===== src/rtl/alu_exec_control.sv =====
// Multi-cycle execute controller for the 16-bit add/sub/compare ALU: decode, two
// operand reads over the shared bus, ALU control, result capture and write-back.
//
// state  | meaning
// IDLE   | waiting for run; ir latched on the accepting edge
// T1     | read rx onto the bus, load A
// T2     | read ry onto the bus, drive ALU controls, load G
// T3     | write G back to rx, pulse done
// ERR    | illegal opcode, pulse done and err
module alu_exec_control (
   input  logic        clock,
   input  logic        resetn,
   input  logic        run,
   input  logic [15:0] ir,
   input  logic [15:0] bus_in,
   input  logic [15:0] alu_result,
   output logic [2:0]  rd_sel,
   output logic [15:0] alu_rx,
   output logic [15:0] alu_ry,
   output logic        soma,
   output logic        add_sub,
   output logic        comparacao,
   output logic        maior_menor,
   output logic        wr_en,
   output logic [2:0]  wr_sel,
   output logic [15:0] wr_data,
   output logic        busy,
   output logic        done,
   output logic        err
);

   typedef enum logic [2:0] {
      S_IDLE = 3'd0,
      S_T1   = 3'd1,
      S_T2   = 3'd2,
      S_T3   = 3'd3,
      S_ERR  = 3'd4
   } state_t;

   state_t      state_q, state_d;
   logic [15:0] ir_q, ir_d;
   logic [15:0] a_q, a_d;
   logic [15:0] g_q, g_d;
   logic [2:0]  rd_sel_q, rd_sel_d;
   logic [2:0]  wr_sel_q, wr_sel_d;
   logic        soma_q, soma_d;
   logic        add_sub_q, add_sub_d;
   logic        comparacao_q, comparacao_d;
   logic        maior_menor_q, maior_menor_d;
   logic        wr_en_q, wr_en_d;
   logic        busy_q, busy_d;
   logic        done_q, done_d;
   logic        err_q, err_d;
   logic [3:0]  op_d;

   always_comb begin
      state_d = state_q;
      ir_d    = ir_q;
      a_d     = a_q;
      g_d     = g_q;
      case (state_q)
         S_IDLE: begin
            if (run) begin
               ir_d    = ir;
               state_d = (ir[15:14] != 2'b00) ? S_ERR : S_T1;
            end
         end
         S_T1: begin
            a_d     = bus_in;
            state_d = S_T2;
         end
         S_T2: begin
            g_d     = alu_result;
            state_d = S_T3;
         end
         S_T3:    state_d = S_IDLE;
         S_ERR:   state_d = S_IDLE;
         default: state_d = S_IDLE;
      endcase

      // Outputs are decoded from the next state so they come straight off flops
      // and line up with the state they belong to.
      op_d          = ir_d[15:12];
      rd_sel_d      = 3'd0;
      wr_sel_d      = 3'd0;
      soma_d        = 1'b0;
      add_sub_d     = 1'b0;
      comparacao_d  = 1'b0;
      maior_menor_d = 1'b0;
      wr_en_d       = 1'b0;
      busy_d        = (state_d != S_IDLE);
      done_d        = (state_d == S_T3) || (state_d == S_ERR);
      err_d         = (state_d == S_ERR);
      case (state_d)
         S_T1: rd_sel_d = ir_d[11:9];
         S_T2: begin
            rd_sel_d      = ir_d[8:6];
            soma_d        = (op_d == 4'd0) || (op_d == 4'd1);
            add_sub_d     = (op_d == 4'd1);
            comparacao_d  = (op_d == 4'd2);
            maior_menor_d = (op_d == 4'd3);
         end
         S_T3: begin
            wr_en_d  = 1'b1;
            wr_sel_d = ir_d[11:9];
         end
         default: ;
      endcase
   end

   always_ff @(posedge clock or negedge resetn) begin
      if (!resetn) begin
         state_q       <= S_IDLE;
         ir_q          <= 16'd0;
         a_q           <= 16'd0;
         g_q           <= 16'd0;
         rd_sel_q      <= 3'd0;
         wr_sel_q      <= 3'd0;
         soma_q        <= 1'b0;
         add_sub_q     <= 1'b0;
         comparacao_q  <= 1'b0;
         maior_menor_q <= 1'b0;
         wr_en_q       <= 1'b0;
         busy_q        <= 1'b0;
         done_q        <= 1'b0;
         err_q         <= 1'b0;
      end else begin
         state_q       <= state_d;
         ir_q          <= ir_d;
         a_q           <= a_d;
         g_q           <= g_d;
         rd_sel_q      <= rd_sel_d;
         wr_sel_q      <= wr_sel_d;
         soma_q        <= soma_d;
         add_sub_q     <= add_sub_d;
         comparacao_q  <= comparacao_d;
         maior_menor_q <= maior_menor_d;
         wr_en_q       <= wr_en_d;
         busy_q        <= busy_d;
         done_q        <= done_d;
         err_q         <= err_d;
      end
   end

   assign rd_sel      = rd_sel_q;
   assign alu_rx      = a_q;
   assign alu_ry      = bus_in;
   assign soma        = soma_q;
   assign add_sub     = add_sub_q;
   assign comparacao  = comparacao_q;
   assign maior_menor = maior_menor_q;
   assign wr_en       = wr_en_q;
   assign wr_sel      = wr_sel_q;
   assign wr_data     = g_q;
   assign busy        = busy_q;
   assign done        = done_q;
   assign err         = err_q;

endmodule


===== config.mk =====
export PLATFORM = sky130hd
export DESIGN_NAME = alu_exec_control
export DESIGN_NICKNAME = d
export VERILOG_FILES = /design/src/rtl/alu_exec_control.sv
export SDC_FILE = /design/constraint.sdc
export NUM_CORES = 1
export LEC_CHECK = 0
export CAP_MARGIN = 20
export CELL_PAD_IN_SITES_DETAIL_PLACEMENT = 1
export CELL_PAD_IN_SITES_GLOBAL_PLACEMENT = 1
export CORE_UTILIZATION = 35
export CTS_BUF_LIST = sky130_fd_sc_hd__clkbuf_4 sky130_fd_sc_hd__clkbuf_8
export CTS_CLUSTER_SIZE = 28
export DETAILED_ROUTE_END_ITERATION = 12
export PLACE_DENSITY = 0.88
export SLEW_MARGIN = 5
export SYNTH_ARGS = -nofsm -noshare
export SYNTH_HDL_FRONTEND = slang
export SYNTH_SLANG_ARGS = --single-unit

===== constraint.sdc =====
create_clock -name clock -period 3.05 [get_ports clock]
set_clock_uncertainty 0.1 [all_clocks]
set_input_delay 0.61 -clock clock [delete_from_list [all_inputs] [get_ports clock]]
set_output_delay 0.61 -clock clock [all_outputs]
set_load 0.01 [all_outputs]

# Word level (Yosys, flattened, before mapping)
# Index checks and enable logic that the tools add are counted.
[totals] regBits=65 inputBits=51 out_inout_bits=62
[op_classes] n_eq_ne=9 n_reduce_logical=7 n_mux=12
[op_table] operator="$mux W16" count=2
[op_table] operator="$eq A3 B2 Y1 const B" count=3
[op_table] operator="$mux W3" count=3
[op_table] operator="$pmux W3 S3" count=1
[op_table] operator="$eq A4 B2 Y1 const B" count=2
[op_table] operator="$eq A3 B1 Y1 const B" count=2
[op_table] operator="$pmux W3 S2" count=1
[op_table] operator="$mux W1" count=5
[op_table] operator="$eq A4 B1 Y1 const B" count=1
[op_table] operator="$logic_not A4 Y1" count=1
[op_table] operator="$eq A3 B3 Y1 const B" count=1
[op_table] operator="$logic_not A3 Y1" count=1
[op_table] operator="$reduce_bool A3 Y1" count=1
[op_table] operator="$logic_or A1 B1 Y1" count=2
[op_table] operator="$reduce_and A2 Y1" count=1
[op_table] operator="$reduce_bool A2 Y1" count=1

# Depth between registers and ports, before layout
# Gate-level depths: netlist of run 1.
[depth] ltp_word=6 depth_mapped=6 ltp_nobuf=3

# Worst setup path after synthesis of run 1
# No wires, ideal clock.
[synth_path] path_type="input to register" startpoint="input run" endpoint="register ir_q[10]" setup_slack_ns=1.370 stages=3 path_buffers=1 arrival_time_ns=1.456 t_required_ns=2.825 cell_sequence="nor4b_4 buf_6 mux2_2"
[synth_via] elab_chain_len=2
[synth_rtl] element="from (decl)" line_no="13" rtl="input logic run,"
[synth_rtl] element="$mux W16" line_no="63" rtl="if (run) begin"
[synth_rtl] element="$mux W16" line_no="61" rtl="case (state_q)"
[synth_rtl] element="via ir_d[10]" line_no="41" rtl="logic [15:0] ir_q, ir_d;"
[synth_rtl] element="to (signal assigned)" line_no="129" rtl="ir_q <= ir_d;"
[synth_rtl] element="to (decl)" line_no="41"
# The timed path passes the listed nets, and every way through them passes these cells.
# A chain may end at the register's enable or synchronous reset.

# Final worst setup path of run 1
[layout_path] startpoint="input bus_in[11]" endpoint="output alu_ry[11]"
[layout_lines] element="from (decl)" line_no="15" rtl="input logic [15:0] bus_in,"
[layout_lines] element="to (decl)" line_no="19" rtl="output logic [15:0] alu_ry,"
# No word-level cell between the ends.

==> summary.md, run 1 <==
| Metric | Value |
|---|---|
| Status | complete, but fails checks |
| Failing checks | DRC |
| VDD IR-drop max | 391 µV |
| Minimum clock period | 2.36 ns |
| FF-to-FF Start | state_q[0] |
| 1st-iter DRT viols | 40 |
| Hold Vio Cnt, Final | 0 |
| Slowest stage cell, crit path | clkdlybuf4s50_1 |
| Mapped Area | 2390 µm² |
| Top cell type's share of synthesized area | 0.618 |
| Ranking of synthesized cells by area | dfrtp_1 (62%), mux2_2 (11%), buf_4 (5.7%) |
| IO Count | 113 |
| Post-route setup TNS | 0 ns |
| YS warnings | 0 |
| CTS Buf Count | 9 |
| Maximum number of pins on one net before global-route repair | 28 |
| Most frequent cells in the layout | clkdlybuf4s50_1 (105), dfrtp_1 (59), mux2_2 (24) |
| Yosys top cell by area | dfrtp_1 |
| WS Path Type | in2out |
| CP required | 2.34 ns |
| Remaining Overflow, GRT | 0 |
| Via Count | 1573 |
| Postcts setup bufs | 0 |
| Initial Util | 0.370 |
| Post-route antenna net violation count | 0 |
| R2R cell count | 3 |
| Number of synthesized flops with an enable pin | 0 |
| DRC violations left | 9 |
| Pwr Density | 976 nW/µm² |
| Max Transition Viols Final | 0 |
| Finish-stage setup viols | 0 |
| FF-to-FF setup slack | 1.11 ns |
| Seq cells post-synth | 59 |
| Core ar. | 6460 µm² |
| Worst-path clk slew | 0.06 ns |
| Chip width | 84.6 µm |
| Nets | 304 |
| Endpoint type of the worst setup path | primary output |
| Inserted Diodes | 0 |
| CP delay by family, top | buffers and inverters |
| Root Driver | clkbuf_8 |
| FP Rows | 29 |
| Post-layout util | 0.555 |
| Post-cts resize count | 0 |
| Startpoint types | input pin |
| PortBufs | 106 |
| Synthesized instance count | 155 |
| Clock tree sinks | 59 |
| Pre-antenna DRT Iters | 9 |
| Fraction of the yosys area taken by sequential cells | 0.618 |
| Reg-to-Reg End | ir_q[10] |
| Worst skew pair latency | 0.32 ns |
| HPWL Detailed | 3960 µm |
| Final period util | 0.775 |
| Hold Path Class | in2async |
| First-pass GRT wire length | 8780 µm |
| Commonest non-fill, non-tap cell in the layout | clkdlybuf4s50_1 |
| Synthesis-to-finish area growth | 50.1% |
| Max Freq | 423 MHz |
| Worst rel slew slack | 0.604 |
| Routed length per instance | 15.6 µm |
| WP buf/inv | 2 |
| Crit path from | bus_in[11] |
| Leakage | 1.53 nW |
| Final wirelength | 5230 µm |
| CTS tree | yes |
| H-tree level count | 3 |
| CP max FO | 2 |
| # hold bufs at CTS | 0 |
| Vias/cell | 4.70 |
| Share of cells above drive strength 1 | 0.225 |
| Antenna violations before repair | 0 |
| Post-synth cell types | 27 |
| Die Area | 7160 µm² |
| RSZ-0062 raised after global routing | no |
| CP arrival | 1.65 ns |
| Worst slew pin tran | 0.585 ns |
| Max Cap Viol | 0 |
| CP dominant cell by count | clkdlybuf4s50_1 |
| Ys flop type | dfrtp_1 |
| GRT Util Overall | 0.161 |
| Synthesized net count | 206 |
| CP Cell Sequence | clkdlybuf4s50_1 > clkdlybuf4s50_1 |
| Clock Path Buffers | 2 |
| Max incr delay on CP | 0.54 ns |
| Die Y-Extent | 84.6 µm |
| Post-synth ARST share | 1.00 |
| Vias in the first global route | 1681 |
| Mean Syn Cell Area | 15.4 µm² |
| Placer congestion estimate | 0.661 |
## power breakdown
part | internal (mW) | switching (mW) | total (mW)
registers | 1.14 | 0.216 | 1.35
logic | 0.920 | 0.528 | 1.45
clock network | 0.404 | 0.295 | 0.699
## layer usage
layer | routed length, µm | part of all wire | up-vias | GRT usage
met2 | 2590 | 0.50 | 77 | 0.276
met4 | 83 | 0.016 | 0 | 0.0693
met3 | 412 | 0.079 | 9 | 0.0413
met1 | 2140 | 0.41 | 771 | 0.192
met5 | 0 | 0 | - | 0
li1 | - | - | 716 | -
## synth_stat cells (2+ instances only)
cell type / n
mux2_4: 8
dfrtp_1: 59
buf_4: 18
nor2b_1: 2
mux2_2: 24
nor2_1: 4
a22oi_1: 3
nor3_1: 3
nor3b_1: 2
buf_6: 2
mux2_1: 10
and4_1: 3
and2_1: 3
## registers in the layout, summed over array words and instances (netlist names)
register / count
add_sub: 1
alu_rx: 16
busy: 1
comparacao: 1
done: 1
err: 1
ir_q: 10
maior_menor: 1
rd_sel: 3
soma: 1
state_q: 3
wr_data: 16
wr_en: 1
wr_sel: 3
## worst max path at each step
| stage | end | cells past startpoint | slack [ns] |
|---|---|---|---|
| after floorplan | ir_q[10] | 3 | 1.37 |
| after global placement | alu_ry[11] | 2 | 0.67 |
| after detailed placement | ir_q[10] | 4 | 0.67 |
| after CTS | alu_ry[11] | 2 | 0.67 |
| after global routing | alu_ry[14] | 2 | 0.66 |
| final | alu_ry[11] | 2 | 0.69 |
## cell type report
cell class                      instances  area (µm²)
Clock buffer                           11         145
Fill cell                             636        2870
Tap cell                               77        96.3
Sequential cell                        59        1480
Multi-Input combinational cell         73         729
Timing Repair Buffer                  110        1090
Clock inverter                          5        52.6
## logic make-up after synthesis
| logic type | count (synthesis) | share of synthesized area |
|---|---|---|
| flip-flops | 59 | 0.618 |
| multiplexers | 42 | 0.211 |
| AND/OR/NAND/NOR | 27 | 0.0822 |
| buffers and inverters | 23 | 0.0765 |
| AO/OA/AOI/OAI | 4 | 0.0126 |
## through the flow
step           instances  hold slack, ns  power [mW]  instance area, µm²  setup WS, ns
6_report             335          0.0173        3.50                3590         0.686
5_1_grt              335         0.00957        3.72                3590         0.662
4_1_cts              335         0.00377        3.56                3590         0.675
3_5_place_dp         319           0.363        2.84                3390         0.673
3_3_place_gp         319           0.356        2.76                3390         0.674
2_1_floorplan        155           0.214        2.10                2390          1.37
Note: power is estimated with default switching activity, not from simulation.
==> run 2: changes to the inputs <==
CORE_UTILIZATION = 33   (was 35)
PLACE_DENSITY = 0.83   (was 0.88)
clock period = 2.45 ns   (was 3.05 ns; I/O delays follow)
==> summary.md, run 2 (synthesis results as in run 1) <==
| Metric | Value |
|---|---|
| Status | completed |
| WS Path Type | in2out |
| Post-cts resize count | 0 |
| Max Freq | 467 MHz |
| Synthesis-to-finish area growth | 50.9% |
| Critical Path Stages | 2 |
| Clock Path Buffers | 2 |
| Setup WS pre-CTS | 0.303 ns |
| # hold bufs at CTS | 0 |
| Post-route antenna net violation count | 0 |
| Initial Util | 0.346 |
| Postcts setup bufs | 0 |
| Post-route setup TNS | 0 ns |
| Via Count | 1572 |
| Most frequent cells in the layout | clkdlybuf4s50_1 (105), dfrtp_1 (59), mux2_2 (24) |
| CP Cell Sequence | clkdlybuf4s50_1 > clkdlybuf4s50_1 |
| Final wirelength | 5310 µm |
| CP required | 1.86 ns |
| Chip width | 87.1 µm |
| Share of cells above drive strength 1 | 0.228 |
| DRC violations left | 0 |
| Worst slew pin tran | 0.666 ns |
| FP Rows | 30 |
| Slowest stage cell, crit path | clkdlybuf4s50_1 |
| Vias/cell | 4.43 |
| Finish-stage setup viols | 0 |
| Inserted Diodes | 0 |
| Seq pwr share | 0.390 |
| Root Driver | clkbuf_8 |
| Switching share of total power | 0.294 |
| Minimum clock period | 2.14 ns |
| GRT Util Overall | 0.149 |
| Crit path from | bus_in[0] |
| Critical Path End | alu_ry[0] |
| Die Y-Extent | 87.1 µm |
| Max incr delay on CP | 0.55 ns |
| Vias in the first global route | 1610 |
| Startpoint types | input pin |
| Comb pwr share | 0.423 |
| First-pass GRT wire length | 8190 µm |
| Worst Setup Slack, final | 0.309 ns |
| Max Cap Viol | 0 |
| Worst rel slew slack | 0.550 |
| Post-layout util | 0.522 |
| Routed length per instance | 14.9 µm |
| R2R cell count | 3 |
| Max Transition Viols Final | 0 |
| CP delay by family, top | buffers and inverters |
| HPWL Detailed | 3970 µm |
| Pre-antenna DRT Iters | 3 |
| RSZ-0062 raised after global routing | no |
| Core ar. | 6910 µm² |
| Antenna violations before repair | 0 |
| Worst-path clk slew | 0.06 ns |
| Clock tree sinks | 59 |
| Endpoint type of the worst setup path | primary output |
| Reg-to-Reg End | wr_data[15] |
| Maximum number of pins on one net before global-route repair | 24 |
| Hold Path Class | in2async |
| FF-to-FF setup slack | 0.70 ns |
| H-tree level count | 3 |
| IO Count | 113 |
| Hold Vio Cnt, Final | 0 |
| Final period util | 0.874 |
| CP dominant cell by count | clkdlybuf4s50_1 |
| Commonest non-fill, non-tap cell in the layout | clkdlybuf4s50_1 |
| PortBufs | 106 |
| CP arrival | 1.55 ns |
| WP buf/inv | 2 |
| CTS tree | yes |
| Clk network pwr share | 0.187 |
| Internal | 3.02 mW |
| VDD IR-drop max | 520 µV |
| Placer congestion estimate | 0.751 |
| Sw power | 1.26 mW |
| Remaining Overflow, GRT | 0 |
| CTS Buf Count | 9 |
| CP max FO | 2 |
| Leakage | 1.53 nW |
| FF-to-FF Start | state_q[0] |
| 1st-iter DRT viols | 19 |
| Die Area | 7580 µm² |
| Pwr Density | 1190 nW/µm² |
| Nets | 305 |
| Worst skew pair latency | 0.33 ns |
## run 2: cell types whose count changed in the layout (fill, tap and decap cells not counted)
cell / change
buf_4: +1
bufinv_16: -1
clkinvlp_4: -1
clkbuf_8: +1
clkbuf_4: +2
clkinv_2: -1
## run 2: layer usage
layer	GRT usage	vias up	part of all wire
met5	0	-	0
met4	0.0636	0	0.0079
met3	0.0502	5	0.078
met2	0.246	73	0.50
met1	0.177	779	0.41
li1	-	715	-
## run 2: power by group through the flow
| stage | Sequential (mW) | Clock [mW] | Combinational [mW] |
|---|---|---|---|
| 6_report | 1.67 | 0.800 | 1.81 |
| 3_5_place_dp | 1.69 | 0 | 1.84 |
| 4_1_cts | 1.68 | 0.827 | 1.85 |
| 2_1_floorplan | 1.80 | 0 | 0.813 |
| 5_1_grt | 1.73 | 0.879 | 1.95 |
| 3_3_place_gp | 1.66 | 0 | 1.78 |
## run 2: area by class of cell
type                       instances  area (µm²)
clock buffer                      14         174
tap                               96         120
sequential                        59        1480
timing repair buffer             111        1090
fill                             730        3300
clock inverter                     2        10.0
multi-input combinational         73         729
## run 2: stage by stage
stage	hold WS, ns	power, mW	cells	cell area (µm²)
3_3_place_gp	0.361	3.45	339	3420
6_report	0.0259	4.28	355	3600
3_5_place_dp	0.366	3.53	339	3420
2_1_floorplan	0.0944	2.61	155	2390
4_1_cts	0.0359	4.36	355	3600
5_1_grt	0.0544	4.55	355	3600
## run 2: worst min-delay path by stage
stage,end,slack [ns],cells past startpoint
floorplan,add_sub,0.09,0
global placement,wr_sel[1],0.36,1
detailed placement,wr_sel[0],0.37,1
CTS,comparacao,0.04,1
global route,comparacao,0.05,1
finish,comparacao,0.03,1
==> run 3: changes to the inputs <==
CORE_UTILIZATION = 51   (was 33)
DONT_BUFFER_PORTS = 1   (was unset)
PLACE_DENSITY = 0.82   (was 0.83)
TNS_END_PERCENT = 100   (was unset)
==> summary.md, run 3 (synthesis results as in run 1) <==
| Metric | Value |
|---|---|
| DRC violations left | 0 |
| Post-route antenna net violation count | 0 |
| Worst-path clk slew | 0.06 ns |
| HPWL Detailed | 2980 µm |
| Antenna violations before repair | 0 |
| Hold Path Class | in2reg |
| WS Path Type | reg2reg |
| Inserted Diodes | 0 |
| CTS tree | yes |
| Endpoint type of the worst setup path | flop |
| WP buf/inv | 1 |
| GRT Util Overall | 0.196 |
| PortBufs | 0 |
| Critical Path Stages | 3 |
| Startpoint types | flop |
| Die Area | 4960 µm² |
| Register area | 1480 µm² |
| Met2 routed WL | 2350 µm |
| Root Driver | clkbuf_8 |
| Postcts setup bufs | 0 |
| Via Count | 1166 |
| FF-to-FF Start | state_q[0] |
| FP Rows | 24 |
| Max Transition Viols Final | 0 |
| Minimum clock period | 1.89 ns |
| Most frequent cells in the layout | dfrtp_1 (59), mux2_2 (24), mux2_1 (10), clkbuf_8 (10), mux2_4 (8) |
| Vias/cell | 5.74 |
| First-pass GRT wire length | 7070 µm |
| Placer congestion estimate | 0.735 |
| CP max FO | 12 |
| H-tree level count | 3 |
| CTS Buf Count | 9 |
| Status | completed |
| Max Cap Viol | 0 |
| CP Cell Sequence | nor4b_4 > buf_4 > mux2_2 |
| Highest routed layer | met4 |
| Pwr Density | 1410 nW/µm² |
| Post-layout util | 0.564 |
| Hold Vio Cnt, Final | 0 |
| Slowest stage cell, crit path | dfrtp_1 |
| VDD IR-drop max | 616 µV |
| IO Count | 113 |
| Pre-antenna DRT Iters | 2 |
| Max Freq | 530 MHz |
| Vias in the first global route | 1345 |
| DRT met1 WL | 1550 µm |
| 1st-iter DRT viols | 69 |
| Post-route cell area | 2490 µm² |
| Commonest non-fill, non-tap cell in the layout | dfrtp_1 |
| Multi-input logic area | 729 µm² |
| Nets | 198 |
| Leakage | 1.12 nW |
| Crit path from | state_q[0] |
| Post-route setup TNS | 0 ns |
| Routed length per instance | 21.6 µm |
| # hold bufs at CTS | 2 |
| CP arrival | 2.00 ns |
| Worst skew pair latency | 0.32 ns |
| R2R cell count | 3 |
| Core ar. | 4410 µm² |
| Final period util | 0.770 |
| Chip width | 70.4 µm |
| Maximum number of pins on one net before global-route repair | 60 |
| Worst rel slew slack | 0.555 |
| Clock Path Buffers | 2 |
| Share of cells above drive strength 1 | 0.364 |
| CP delay by family, top | flip-flops |
| FF-to-FF setup slack | 0.56 ns |
| Post-cts resize count | 0 |
| RSZ-0062 raised after global routing | no |
| Fill cells | 413 |
| Placed inst area | 2290 µm² |
| Die Y-Extent | 70.4 µm |
| Synthesis-to-finish area growth | 4.30% |
| Reg-to-Reg End | ir_q[6] |
| Worst slew pin tran | 0.658 ns |
| Clock tree sinks | 59 |
| Remaining Overflow, GRT | 0 |
| Finish-stage setup viols | 0 |
| Max incr delay on CP | 0.53 ns |
| Met3 WL | 377 µm |
| CP required | 2.56 ns |
| Final wirelength | 4380 µm |
| Initial Util | 0.541 |
| Critical Path End | ir_q[6] |
==> run 3: worst min path at each step <==
stage / startpoint / endpoint / slack [ns] / cells past startpoint
final: alu_result[8] / wr_data[8] / 0.19 / 1
after global routing: alu_result[8] / wr_data[8] / 0.17 / 1
after CTS: alu_result[8] / wr_data[8] / 0.18 / 1
after detailed placement: resetn / alu_rx[11] / 0.1 / 0
after global placement: resetn / alu_rx[11] / 0.1 / 0
after floorplan: resetn / add_sub / 0.09 / 0
==> run 3: report_power, final <==
part / total [mW] / internal [mW] / switching, mW
sequential: 1.91 / 1.42 / 0.490
combinational: 0.846 / 0.518 / 0.328
clock: 0.747 / 0.406 / 0.341
total: 3.50 / 2.35 / 1.16
==> run 3: cell type report <==
| class | count | area share |
|---|---|---|
| Clock inverter | 3 | 0.00603 |
| Clock buffer | 12 | 0.0613 |
| Sequential cell | 59 | 0.593 |
| Multi-Input combinational cell | 73 | 0.293 |
| Tap cell | 52 | 0.0261 |
| Timing Repair Buffer | 4 | 0.0211 |
==> run 3: metal layers <==
layer	GRT usage	vias up
met5	0	-
li1	-	498
met2	0.334	64
met1	0.203	595
met3	0.0895	9
met4	0.0956	0
==> run 3: metrics by stage <==
stage / setup slack (ns) / std cells / hold WS, ns / power, mW
CTS: 0.559 / 203 / 0.179 / 3.56
detailed placement: 0.576 / 186 / 0.0955 / 2.76
global placement: 0.656 / 186 / 0.0955 / 2.66
global route: 0.488 / 203 / 0.174 / 3.72
finish: 0.563 / 203 / 0.194 / 3.50
floorplan: 0.828 / 155 / 0.0944 / 2.61
==> run 3: worst register-to-register path: cells and delay by family, from the launching register on <==
family        cells  cell delay [ns]
flops             1             0.53
simple gates      1             0.51
mux               1             0.36
buf+inv           1             0.27
